`src/rtl/uart_baud_gen.sv`:
```
// Baud-rate tick generator: bit-period tick, evenly spread OVS-times oversampling
// tick and half-bit tick, with a runtime-loadable divisor and synchronous phase realign.
module uart_baud_gen #(
  parameter int unsigned CNT_W       = 20,
  parameter int unsigned OVS         = 16,
  parameter int unsigned DEFAULT_DIV = 10417
) (
  input  logic             i_clk,
  input  logic             i_reset,
  input  logic             i_en,
  input  logic [CNT_W-1:0] i_div,
  input  logic             i_div_load,
  input  logic             i_restart,
  output logic             o_tx_tick,
  output logic             o_rx_tick,
  output logic             o_mid_tick,
  output logic             o_clamped
);

  localparam int unsigned ACC_W = CNT_W + 1;
  localparam logic [ACC_W-1:0] OVS_EXT = ACC_W'(OVS);
  localparam logic [CNT_W-1:0] DIV_RST = CNT_W'(DEFAULT_DIV);

  logic [CNT_W-1:0] div_q, div_d;
  logic [CNT_W-1:0] cnt_q, cnt_d;
  logic [ACC_W-1:0] acc_q, acc_d;
  logic             tx_q, tx_d;
  logic             rx_q, rx_d;
  logic             mid_q, mid_d;
  logic             clamped_q, clamped_d;

  logic [CNT_W-1:0] div_m1;
  logic [CNT_W-1:0] half_m1;
  logic [ACC_W-1:0] div_ext;
  logic [ACC_W-1:0] acc_sum;
  logic             load_short;

  assign div_m1     = div_q - CNT_W'(1);
  assign half_m1    = (div_q >> 1) - CNT_W'(1);
  assign div_ext    = {1'b0, div_q};
  assign acc_sum    = acc_q + OVS_EXT;
  assign load_short = ({1'b0, i_div} < OVS_EXT);

  // Next state: load > restart > count > hold; ticks default low.
  always_comb begin
    div_d     = div_q;
    cnt_d     = cnt_q;
    acc_d     = acc_q;
    clamped_d = clamped_q;
    tx_d      = 1'b0;
    rx_d      = 1'b0;
    mid_d     = 1'b0;
    if (i_div_load) begin
      clamped_d = load_short;
      div_d     = load_short ? OVS_EXT[CNT_W-1:0] : i_div;
      cnt_d     = '0;
      acc_d     = '0;
    end else if (i_restart) begin
      cnt_d = '0;
      acc_d = '0;
    end else if (i_en) begin
      cnt_d = (cnt_q == div_m1) ? '0 : cnt_q + CNT_W'(1);
      tx_d  = (cnt_q == div_m1);
      mid_d = (cnt_q == half_m1);
      // Bresenham-style spreading: OVS rx ticks per div clocks, wrapping with cnt.
      if (acc_sum >= div_ext) begin
        acc_d = acc_sum - div_ext;
        rx_d  = 1'b1;
      end else begin
        acc_d = acc_sum;
      end
    end
  end

  always_ff @(posedge i_clk or negedge i_reset) begin
    if (!i_reset) begin
      div_q     <= DIV_RST;
      cnt_q     <= '0;
      acc_q     <= '0;
      tx_q      <= 1'b0;
      rx_q      <= 1'b0;
      mid_q     <= 1'b0;
      clamped_q <= 1'b0;
    end else begin
      div_q     <= div_d;
      cnt_q     <= cnt_d;
      acc_q     <= acc_d;
      tx_q      <= tx_d;
      rx_q      <= rx_d;
      mid_q     <= mid_d;
      clamped_q <= clamped_d;
    end
  end

  assign o_tx_tick  = tx_q;
  assign o_rx_tick  = rx_q;
  assign o_mid_tick = mid_q;
  assign o_clamped  = clamped_q;

endmodule
```
`config.mk`:
```
export PLATFORM = sky130hd
export DESIGN_NAME = uart_baud_gen
export DESIGN_NICKNAME = d
export VERILOG_FILES = /design/src/rtl/uart_baud_gen.sv
export SDC_FILE = /design/constraint.sdc
export NUM_CORES = 1
export LEC_CHECK = 0
export ABC_AREA = 1
export ABC_CLOCK_PERIOD_IN_PS = 3800
export CORE_ASPECT_RATIO = 1.2
export CORE_MARGIN = 3
export CORE_UTILIZATION = 30
export CTS_CLUSTER_DIAMETER = 80
export CTS_CLUSTER_SIZE = 8
export DETAILED_ROUTE_END_ITERATION = 10
export HOLD_SLACK_MARGIN = 0.12
export PLACE_DENSITY = 0.52
export SLEW_MARGIN = 40
export SYNTH_ARGS = -nofsm -noshare
export SYNTH_HDL_FRONTEND = slang
export SYNTH_SLANG_ARGS = --single-unit
```
`constraint.sdc`:
```
create_clock -name i_clk -period 3.8 [get_ports i_clk]
set_input_delay 0.76 -clock i_clk [delete_from_list [all_inputs] [get_ports i_clk]]
set_output_delay 0.76 -clock i_clk [all_outputs]
set_load 0.02 [all_outputs]
```
Word level (Yosys, flattened, before mapping)
Index checks and enable logic that the tools add are counted.

$lt $le $gt $ge: 2. Mux-type cells: 19. $add $sub $neg: 5. Eq/ne operators: 2. Reduce and logical (&&, ||, !) cells: 1.

Operators with widths (count): $mux 20 (5); $mux 21 (4); $eq 20x20->1 (2); $add 21x5->21 const B (1); $ge 21x20->1 (1); $sub 21x20->21 (1); $add 20x1->20 const B (1); $lt 20x5->1 const B (1); $sub 19x1->20 const B (1); $sub 20x1->20 const B (1); $mux 1 (10); $reduce_bool 3->1 (1).

Flip-flop bits (word level): 65. Input port bits: 25. Logic and storage cells: 36. Output and inout bits: 4.

Longest topological paths before layout
Gate-level depths: netlist of the first run.

Depth after elaboration: 6. Depth in mapped cells: 22. Gate-level depth less buffers: 21.

Worst setup path before layout of the first run
No wires, ideal clock.

Kind: register to register. Start point: register acc_q[4]. End point: register acc_q[1]. Stages on the path, launching flop included: 19. Arrival: 2813 ps. Period minus slack after synthesis: 2929 ps. Setup time: 117 ps. Slack: 871 ps. Path buffers: 1. Data required time: 3683 ps. Cell sequence: dfrtp_1 -> ha_1 -> nand2_1 -> nor2_2 -> nand4_1 -> nor2_1 -> xor2_1 -> inv_1 -> ha_1 -> a21o_1 -> nor2_1 -> o21ai_0 -> a21oi_1 -> nand3_2 -> buf_6 -> nand2_2 -> clkinv_1 -> nand2_1 -> nand2_1.

Cells in the longest elaborated chain, start to end: 6.

RTL lines: start: declaration (RTL line 26) `logic [ACC_W-1:0] acc_q, acc_d;`; start signal: assignment (RTL line 79) `acc_q <= '0;`; start signal: assignment (RTL line 87) `acc_q <= acc_d;`; $add 21x5->21 (RTL line 41) `assign acc_sum = acc_q + OVS_EXT;`; $ge 21x20->1 (RTL line 66) `if (acc_sum >= div_ext) begin`; $mux 21 (RTL line 66); $mux 21 (RTL line 61) `end else if (i_en) begin`; $mux 21 (RTL line 58) `end else if (i_restart) begin`; $mux 21 (RTL line 53) `if (i_div_load) begin`.

Every way passes these cells. The select of a mux whose other input is x is not followed. A chain may end at the register's enable or synchronous reset.

Final worst setup path of the first run
Start point: register acc_q[4]. End point: register acc_q[19].

Cells in the longest elaborated chain, start to end: 6. Elaborated cells between the ends (all ways): 7. Classes of those cells: add/sub (2); order compare (1); mux (4).

RTL lines (RTL line): $add 21x5->21 (*) (41); $sub 21x20->21 / $ge 21x20->1 (equally long branches) (67, 66); $mux 21 (*) (66); $mux 21 (*) (61); $mux 21 (*) (58); $mux 21 (*) (53).

Every way passes the cells marked *; elsewhere a longest branch is shown, timed or not. The select of a mux whose other input is x is not followed.

==> out/metrics.yaml, run 1 <==
route:
  dr.pass1.iters: 4
  first_iter_violations: 256
  ant_nets: 0
  wl_um: 19400
  routed_via_density: 4.70
  drc_errors: 0
  wl_per_cell_um: 15.2
  vias: 6004
yosys:
  syn_area_um2: 6470
  ys_ff_latch: 65
  yosysSeqAreaShare_pct: 25.3
  synth_cell_types: 48
  synth_ff_type: "dfrtp_1"
  synthesis.instances: 987
  synth_edf_count: 0
  yosysWarnings: 0
  syn_area_per_cell_um2: 6.55
  syn_nets: 1037
  async_flop_share_pct: 100
placement:
  place_inst: 1261
  hpwl_um: 15800
  dpl_worst_slack_ps: 278
  gp_congestion: 0.955
  port_buffers: 28
flow_run:
  cap_violations: 0
worst_setup_path:
  max_stage_delay_ps: 550
  crit_fanout: 5
  start_kind: "register"
  slowest_stage: "nor4_1"
  crit_path_cell_trace: "ha_1, nand2_1, nor2_2, nand4_1, nor2_1, nand3_1, xor2_1, inv_1, ha_1, nand2_1, nor4_1, nand4_1, nand3_1, xor2_1, nand2_1, nand2_1, nand2_1"
  path_delay_family: "simple AND/OR/NAND/NOR gates"
  worstSetupPathType: "reg2reg"
  endpoint_kind: "register"
  cp.arrival_ps: 3610
  crit_required_ps: 4040
  crit_top_cell: "nand2_1"
  critPathBufInv: 1
cells_and_area:
  nets: 1052
  post-route-util_pct: 34.9
  area_growth_pct: 13.7
  finalNonFillerCells: 1277
  layout-drive-gt1-share_pct: 8.34
  antenna_cells: 0
sta:
  finalHoldViolations: 0
  layout_min_cycle_time_ps: 3370
  relSlewSlack_pct: 58.9
  clock_skew_ps: 12.4
  setup_ws_ps: 426
  worstMarginPinSlew_ps: 611
  finalCritPeriodShare_pct: 88.8
  setup_viol: 0
  tns_ps: 0
  rsz0062_at_grt: "no"
  timing.final.max_slew_violations: 0
  max_freq_ghz: 0.296
power_and_ir_drop:
  power.total_w: 0.00217
  powerDensity_nw_per_um2: 296
  power.leakage_nw: 3.69
  vdd_ir_drop_max_uv: 249
floorplan:
  rows: 58
  initial_utilization_pct: 30.7
  core_um2: 21000
  dieArea_um2: 23400
  io_pins: 29
  die_w_um: 140
  fp.dieH_um: 167
global_routing:
  antenna_found_initial: 0
  grt_max_degree: 66
  grt_pass1_wl_um: 31700
  grt-ovfl-total: 0
  grt_pass1_vias: 6035
  grt_usage_pct: 16.9
min_path:
  hp-class: "in2async"
cts:
  post_cts_buffers: 0
  cts.clk_slew.worst_paths_ps: 70
  cts.sinks: 65
  htree_num_levels: 3
  clockRootBuffer: "clkbuf_16"
  clock_latency_ps: 350
  cts_tree: "done"
  cts_made_buffers: 9
  cts_hold_buffers: 0
  clock_path_buffers: 2
run_status:
  status: "completed"
cells in the mapped netlist (2+ instances only):
library cell	count	area, µm²
nand2_1	309	1160
inv_1	109	409
nor2_1	98	368
nand3_1	72	360
xor2_1	66	578
dfrtp_1	59	1480
o21ai_0	43	215
xnor2_1	27	236
a21oi_1	26	130
ha_1	24	300
clkbuf_1	21	78.8
nand4_1	18	113
nand3_2	14	140
nor3_1	14	70.1
nor2_4	10	113
buf_2	8	40.0
nor2_2	7	43.8
dfstp_2	6	158
nand2_2	5	31.3
nor4_1	5	31.3
a21o_1	4	30.0
nand3b_1	4	30.0
o21bai_1	4	30.0
nor3_2	3	30.0
a21boi_0	2	15.0
a31oi_1	2	12.5
buf_6	2	22.5
inv_2	2	7.51
nand2_4	2	22.5
or2_2	2	12.5
xnor3_1	2	45.0
worst register-to-register path, cell delays in order (launching register included):
cell and delay [ps]:
dfrtp_1 370, ha_1 220, nand2_1 90, nor2_2 130, nand4_1 170, nor2_1 200, nand3_1 110, xor2_1 140
inv_1 70, ha_1 330, nand2_1 140, nor4_1 550, nand4_1 180, nand3_1 160, xor2_1 190, nand2_1 100
nand2_1 80, nand2_1 40
report_power, final:
| part | internal (W) | switching [W] | total [W] |
|---|---|---|---|
| combinational | 0.000162 | 0.000296 | 0.000458 |
| clock | 0.000589 | 0.000367 | 0.000956 |
| sequential | 0.000718 | 0.0000423 | 0.000760 |
| total | 0.00147 | 0.000706 | 0.00217 |
worst paths after layout:
path / start / to / slack (ps) / cells past startpoint
hold / removal: i_reset / cnt_q[15]$_DFFE_PN0P_ / 410 / 1
hold reg to reg: acc_q[0]$_DFFE_PN0P_ / acc_q[0]$_DFFE_PN0P_ / 470 / 2
max in group asynchronous: i_reset / acc_q[9]$_DFFE_PN0P_ / 2960 / 1
setup reg to reg: acc_q[4]$_DFFE_PN0P_ / acc_q[19]$_DFFE_PN0P_ / 430 / 17
min in group i_clk: acc_q[0]$_DFFE_PN0P_ / acc_q[0]$_DFFE_PN0P_ / 470 / 2
setup / recovery: acc_q[4]$_DFFE_PN0P_ / acc_q[19]$_DFFE_PN0P_ / 430 / 17
routing by layer:
layer	track usage (%)	routed length (µm)	up-vias
met1	21.0	8630	2744
met2	29.9	9690	74
met3	1.75	324	33
met5	0	0	-
met4	7.08	718	0
li1	-	-	3153
sequential cells by signal (all words and copies together), names as in the netlist:
register / count
acc_q: 21
cnt_q: 20
div_q: 20
o_clamped: 1
o_mid_tick: 1
o_rx_tick: 1
o_tx_tick: 1
logic make-up after synthesis:
group / Yosys count / share of synthesized area [%]
AOI/OAI and AO/OA: 90 / 7.80
xor gates and xnor gates: 96 / 13.5
adders and majority gates: 25 / 4.95
buffers and inverters: 145 / 8.88
DFF: 65 / 25.3
and+or+nand+nor: 566 / 39.6
placed cells by master (no fill, tap or decap), drive strengths merged, types with 4 or more instances in the layout:
cell / synthesis / final
a21o: 4 / 4
a21oi: 27 / 27
buf: 11 / 10
clkbuf: 22 / 9
clkdlybuf4s50: 0 / 27
dfrtp: 59 / 59
dfstp: 6 / 6
ha: 24 / 24
inv: 111 / 115
nand2: 316 / 316
nand3: 86 / 86
nand3b: 4 / 4
nand4: 18 / 18
nor2: 116 / 116
nor3: 17 / 17
nor4: 5 / 5
o21ai: 44 / 44
o21bai: 4 / 4
xnor2: 27 / 27
xor2: 67 / 67
timing repair:
action | CTS | global route
resized for setup | 0 | 2
setup endpoints to repair | 0 | 14
hold endpoints to repair | 0 | 0
cell type report:
class	instances	area (µm²)
flip-flops and latches	65	1630
multi-input cells	777	4280
clock buffers	9	225
inverters	112	420
clock inverters	7	108
repair buffers	37	349
well taps	270	338
fillers	2378	13700
metrics by stage:
| step | instance area, µm² | hold WS [ps] |
|---|---|---|
| after floorplan | 6470 | 442 |
| after CTS | 7340 | 444 |
| after global placement | 7010 | 465 |
| final | 7350 | 413 |
| after global routing | 7350 | 473 |
| after detailed placement | 7010 | 463 |
(Power assumes the default switching activity.)
==> inputs of run 2 (changes only) <==
--- a/config.mk
+++ b/config.mk
@@ -8,13 +8,13 @@
 export ABC_AREA = 1
 export ABC_CLOCK_PERIOD_IN_PS = 3800
 export CORE_ASPECT_RATIO = 1.2
-export CORE_MARGIN = 3
-export CORE_UTILIZATION = 30
+export CORE_MARGIN = 4
+export CORE_UTILIZATION = 45
 export CTS_CLUSTER_DIAMETER = 80
 export CTS_CLUSTER_SIZE = 8
 export DETAILED_ROUTE_END_ITERATION = 10
 export HOLD_SLACK_MARGIN = 0.12
-export PLACE_DENSITY = 0.52
+export PLACE_DENSITY = 0.69
 export SLEW_MARGIN = 40
 export SYNTH_ARGS = -nofsm -noshare
 export SYNTH_HDL_FRONTEND = slang
==> run 2 against run 1 <==
Against the previous run: combinational power is essentially flat; sequential share of layout area grew 0.30 points; critical path depth grew 4; count of clock-buffer cells in the layout grew 1; first-iteration DRC count grew 22%; die area shrank 30%; clock power grew 3.2%; critical path type unchanged; largest cell class unchanged; largest power group unchanged.
==> out/metrics.yaml, run 2 (synthesis results as in run 1) <==
run_status:
  status: "completed"
power_and_ir_drop:
  power.leakage_nw: 3.70
  powerDensity_nw_per_um2: 304
  share_comb_of_total_power_pct: 20.6
  vdd_ir_drop_max_uv: 187
  seqPwrFrac_pct: 34.6
  p_sw_w: 0.000663
  switching_share_pct: 30.1
  power.total_w: 0.00220
  p_int_w: 0.00154
  clkPwrFrac_pct: 44.8
cts:
  htree_num_levels: 3
  clock_latency_ps: 340
  post_cts_buffers: 0
  clock_path_buffers: 2
  cts_hold_buffers: 0
  cts_made_buffers: 9
  cts.sinks: 65
  cts.clk_slew.worst_paths_ps: 60
  cts_tree: "done"
  clockRootBuffer: "clkbuf_16"
floorplan:
  fp.dieH_um: 139
  dieArea_um2: 16400
  initial_utilization_pct: 46.4
  die_w_um: 117
  rows: 47
  io_pins: 29
  core_um2: 13900
global_routing:
  grt_usage_pct: 22.5
  grt_pass1_vias: 5988
  grt_pass1_wl_um: 29600
  grt_max_degree: 38
  grt-ovfl-total: 0
  antenna_found_initial: 0
sta:
  layout_min_cycle_time_ps: 3470
  timing.final.max_slew_violations: 0
  setup_ws_ps: 332
  worstMarginPinSlew_ps: 500
  setup_viol: 0
  relSlewSlack_pct: 66.3
  rsz0062_at_grt: "no"
  clock_skew_ps: 10.8
  finalCritPeriodShare_pct: 91.3
  finalHoldViolations: 0
  max_freq_ghz: 0.288
  tns_ps: 0
worst_setup_path:
  crit_fanout: 15
  endpoint_kind: "register"
  start_kind: "register"
  cp.arrival_ps: 3750
  worstSetupPathType: "reg2reg"
  ff2ff_setup_slack_ps: 330
  crit_required_ps: 4080
route:
  wl_per_cell_um: 15.4
  vias: 6186
  drc_errors: 0
  routed_via_density: 5.25
  wl_um: 18200
  dr.pass1.iters: 5
  first_iter_violations: 313
  ant_nets: 0
placement:
  dpl_worst_slack_ps: 201
  gp_congestion: 1.03
  place_inst: 1163
  hpwl_um: 14900
  port_buffers: 28
  placed_area_um2: 6890
cells_and_area:
  area_growth_pct: 12.2
  seqCellArea_um2: 1630
  fin_area_um2: 7250
  largest_reg_flops: 21
  mostFrequentLayoutCells: "nand2_1 (309), inv_1 (109), nor2_1 (96)"
  finalNonFillerCells: 1179
  multi_input_area_um2: 4280
  final_common_cell: "nand2_1"
  antenna_cells: 0
  layout-drive-gt1-share_pct: 8.43
  nFillCells: 1402
  reg_top3: "acc_q x21, cnt_q x20, div_q x20"
  top_register: "acc_q"
  nets: 1053
flow_run:
  cap_violations: 0
min_path:
  hp-class: "in2async"
run 2: metrics by stage:
stage | hold WS (ps) | util [%]
detailed placement | 467 | 49.4
global placement | 461 | 49.4
finish | 359 | 52.1
floorplan | 442 | -
CTS | 483 | 52.0
global route | 388 | 52.1
run 2: power groups by stage:
| stage | clock [W] | combinational, W | sequential, W |
|---|---|---|---|
| after floorplan | 0 | 0.000329 | 0.000756 |
| after detailed placement | 0 | 0.000450 | 0.000774 |
| after CTS | 0.00100 | 0.000453 | 0.000761 |
| after global placement | 0 | 0.000449 | 0.000773 |
| final | 0.000987 | 0.000455 | 0.000762 |
| after global routing | 0.00103 | 0.000512 | 0.000766 |
run 2: final cells by class:
class	count	share of cell area [%]
clock buffer	10	3.29
clock inverter	6	1.59
inverter	112	5.80
multi-input combinational	777	59.0
sequential	65	22.5
tap	171	2.95
timing repair buffer	38	4.86
run 2: worst max-delay path, cell delays in order, from the launching register on:
cell,delay [ps]
dfrtp_1,380
inv_1,90
nor2_1,310
nand3_1,250
nor2_1,150
nand2_1,80
nor2_1,130
xnor2_1,140
inv_1,70
ha_1,340
nand2_1,110
inv_1,70
nand2_1,80
nor2_1,60
nand3_1,70
o21bai_1,70
a21oi_2,250
nand3_4,190
buf_4,230
a21oi_2,210
nand2_1,70
nand2_1,60
run 2: repair_timing:
action                     CTS  global route
resized for setup            0             2
hold endpoints to repair     0             0
setup endpoints to repair    0            17
run 2: worst paths after layout:
path,startpoint,to,cells past startpoint
setup / recovery,acc_q[4]$_DFFE_PN0P_,acc_q[2]$_DFFE_PN0P_,21
hold / removal,i_reset,acc_q[2]$_DFFE_PN0P_,1
setup reg to reg,acc_q[4]$_DFFE_PN0P_,acc_q[2]$_DFFE_PN0P_,21
hold reg to reg,acc_q[0]$_DFFE_PN0P_,acc_q[0]$_DFFE_PN0P_,2
max in group asynchronous,i_reset,div_q[16]$_DFFE_PN0P_,2
min in group i_clk,acc_q[0]$_DFFE_PN0P_,acc_q[0]$_DFFE_PN0P_,2
run 2: per-layer routing:
metal	track usage (%)	share of wire [%]	vias to the layer above
met5	0	0	-
met1	27.4	43	2821
met4	11.1	4.7	0
li1	-	-	3162
met3	2.84	3.9	47
met2	39.5	49	156
==> inputs of run 3 (changes only) <==
--- a/config.mk
+++ b/config.mk
@@ -15,6 +15,7 @@
 export DETAILED_ROUTE_END_ITERATION = 10
 export HOLD_SLACK_MARGIN = 0.12
 export PLACE_DENSITY = 0.69
+export RECOVER_POWER = 25
 export SLEW_MARGIN = 40
 export SYNTH_ARGS = -nofsm -noshare
 export SYNTH_HDL_FRONTEND = slang
==> run 3 against run 2 <==
Against the previous run: first-iteration DRC count is the same; sequential share of layout area barely moved; combinational power hardly changed; power is essentially flat; largest cell class unchanged; hold slack gained 130 ps; non-clock buffer count unchanged; the flow now finishes with violations (max-capacitance violations, max-slew violations); clock skew hardly changed; routed wire length is essentially flat.
==> out/metrics.yaml, run 3 (synthesis results as in run 1) <==
global_routing:
  grt_pass1_wl_um: 29600
  antenna_found_initial: 0
  grt_max_degree: 38
  grt-ovfl-total: 0
  grt_usage_pct: 22.5
  grt_pass1_vias: 5988
cells_and_area:
  seqCellArea_um2: 1630
  largest_reg_flops: 21
  layout-drive-gt1-share_pct: 8.33
  nFillCells: 1404
  mostFrequentLayoutCells: "nand2_1 (309), inv_1 (109), nor2_1 (96)"
  final_common_cell: "nand2_1"
  nets: 1053
  top_register: "acc_q"
  area_growth_pct: 12.1
  multi_input_area_um2: 4280
  finalNonFillerCells: 1179
  antenna_cells: 0
  reg_top3: "acc_q x21, cnt_q x20, div_q x20"
  fin_area_um2: 7250
worst_setup_path:
  crit_required_ps: 4080
  crit_fanout: 15
  cp.arrival_ps: 3750
  start_kind: "register"
  worstSetupPathType: "reg2reg"
  endpoint_kind: "register"
floorplan:
  initial_utilization_pct: 46.4
  core_um2: 13900
  fp.dieH_um: 139
  die_w_um: 117
  dieArea_um2: 16400
  io_pins: 29
  rows: 47
cts:
  cts.sinks: 65
  cts_tree: "done"
  clock_path_buffers: 2
  cts_made_buffers: 9
  cts.clk_slew.worst_paths_ps: 60
  clock_latency_ps: 340
  cts_hold_buffers: 0
  clockRootBuffer: "clkbuf_16"
  htree_num_levels: 3
sta:
  setup_viol: 0
  finalCritPeriodShare_pct: 91.3
  hold_ws_ps: 487
  timing.final.max_slew_violations: 36
  layout_min_cycle_time_ps: 3470
  finalHoldViolations: 0
  rsz0062_at_grt: "no"
  worstMarginPinSlew_ps: 1840
  clock_skew_ps: 10.8
  relSlewSlack_pct: -22.4
  tns_ps: 0
  max_freq_ghz: 0.288
placement:
  placed_area_um2: 6890
  gp_congestion: 1.03
  hpwl_um: 14900
  place_inst: 1163
  port_buffers: 28
power_and_ir_drop:
  vdd_ir_drop_max_uv: 187
  powerDensity_nw_per_um2: 304
  power.leakage_nw: 3.70
route:
  wl_per_cell_um: 15.4
  dr.pass1.iters: 5
  first_iter_violations: 313
  routed_via_density: 5.25
  vias: 6186
  drc_errors: 0
  wl_um: 18200
  ant_nets: 0
run_status:
  failed_checks: "max-capacitance violations, max-slew violations"
  status: "finished with violations"
flow_run:
  cap_violations: 1
min_path:
  hp-class: "reg2reg"
run 3: cell types whose count changed in the layout (fill, tap and decap cells not counted), sizes merged:
cell    delta
clkbuf     +1
buf        -1
run 3: through the flow:
stage               worst slack [ps]  utilization, %  total power (W)
floorplan                        871               -          0.00108
global placement                 324            49.4          0.00122
detailed placement               201            49.4          0.00122
CTS                              182            52.0          0.00222
global route                    11.6            52.0          0.00231
finish                           332            52.0          0.00220
run 3: final timing paths:
path                       slack, ps  cells past startpoint                  from                     to
min in group asynchronous        910                      1               i_reset   acc_q[2]$_DFFE_PN0P_
hold / removal                   490                      2  acc_q[0]$_DFFE_PN0P_   acc_q[0]$_DFFE_PN0P_
setup / recovery                 330                     21  acc_q[4]$_DFFE_PN0P_   acc_q[2]$_DFFE_PN0P_
setup reg to reg                 330                     21  acc_q[4]$_DFFE_PN0P_   acc_q[2]$_DFFE_PN0P_
max in group asynchronous       1750                      2               i_reset  div_q[16]$_DFFE_PN0P_
hold reg to reg                  490                      2  acc_q[0]$_DFFE_PN0P_   acc_q[0]$_DFFE_PN0P_
run 3: cell type report:
type                    instances  area share, %
multi-input cells             777           59.0
clock buffers                  10           3.30
well taps                     171           2.95
clock inverters                 6           1.59
inverters                     112           5.80
repair buffers                 38           4.81
flip-flops and latches         65           22.5
run 3: power by group:
| group | internal [W] | switching, W | total (W) |
|---|---|---|---|
| Clock | 0.000661 | 0.000326 | 0.000987 |
| Combinational | 0.000162 | 0.000293 | 0.000454 |
| Sequential | 0.000719 | 0.0000436 | 0.000762 |
run 3: routing by layer:
layer  up-vias  share of wire, %  global-route usage, %
met3        47               4.0                   2.84
li1       3161                 -                      -
met2       158                49                   39.5
met5         -                 0                      0
met1      2820                43                   27.4
met4         0               4.7                   11.1
run 3: critical path: stages, from the launching register on:
cell      delay [ps]
dfrtp_1          380
inv_1             90
nor2_1           310
nand3_1          250
nor2_1           150
nand2_1           80
nor2_1           130
xnor2_1          140
inv_1             70
ha_1             340
nand2_1          110
inv_1             70
nand2_1           80
nor2_1            60
nand3_1           70
o21bai_1          70
a21oi_2          250
nand3_4          190
buf_4            230
a21oi_2          210
nand2_1           70
nand2_1           60
run 3: repair_timing:
item / CTS / global route
endpoints found under the setup margin: 0 / 17
resized for setup: 0 / 2
buffers inserted: 0 / 0
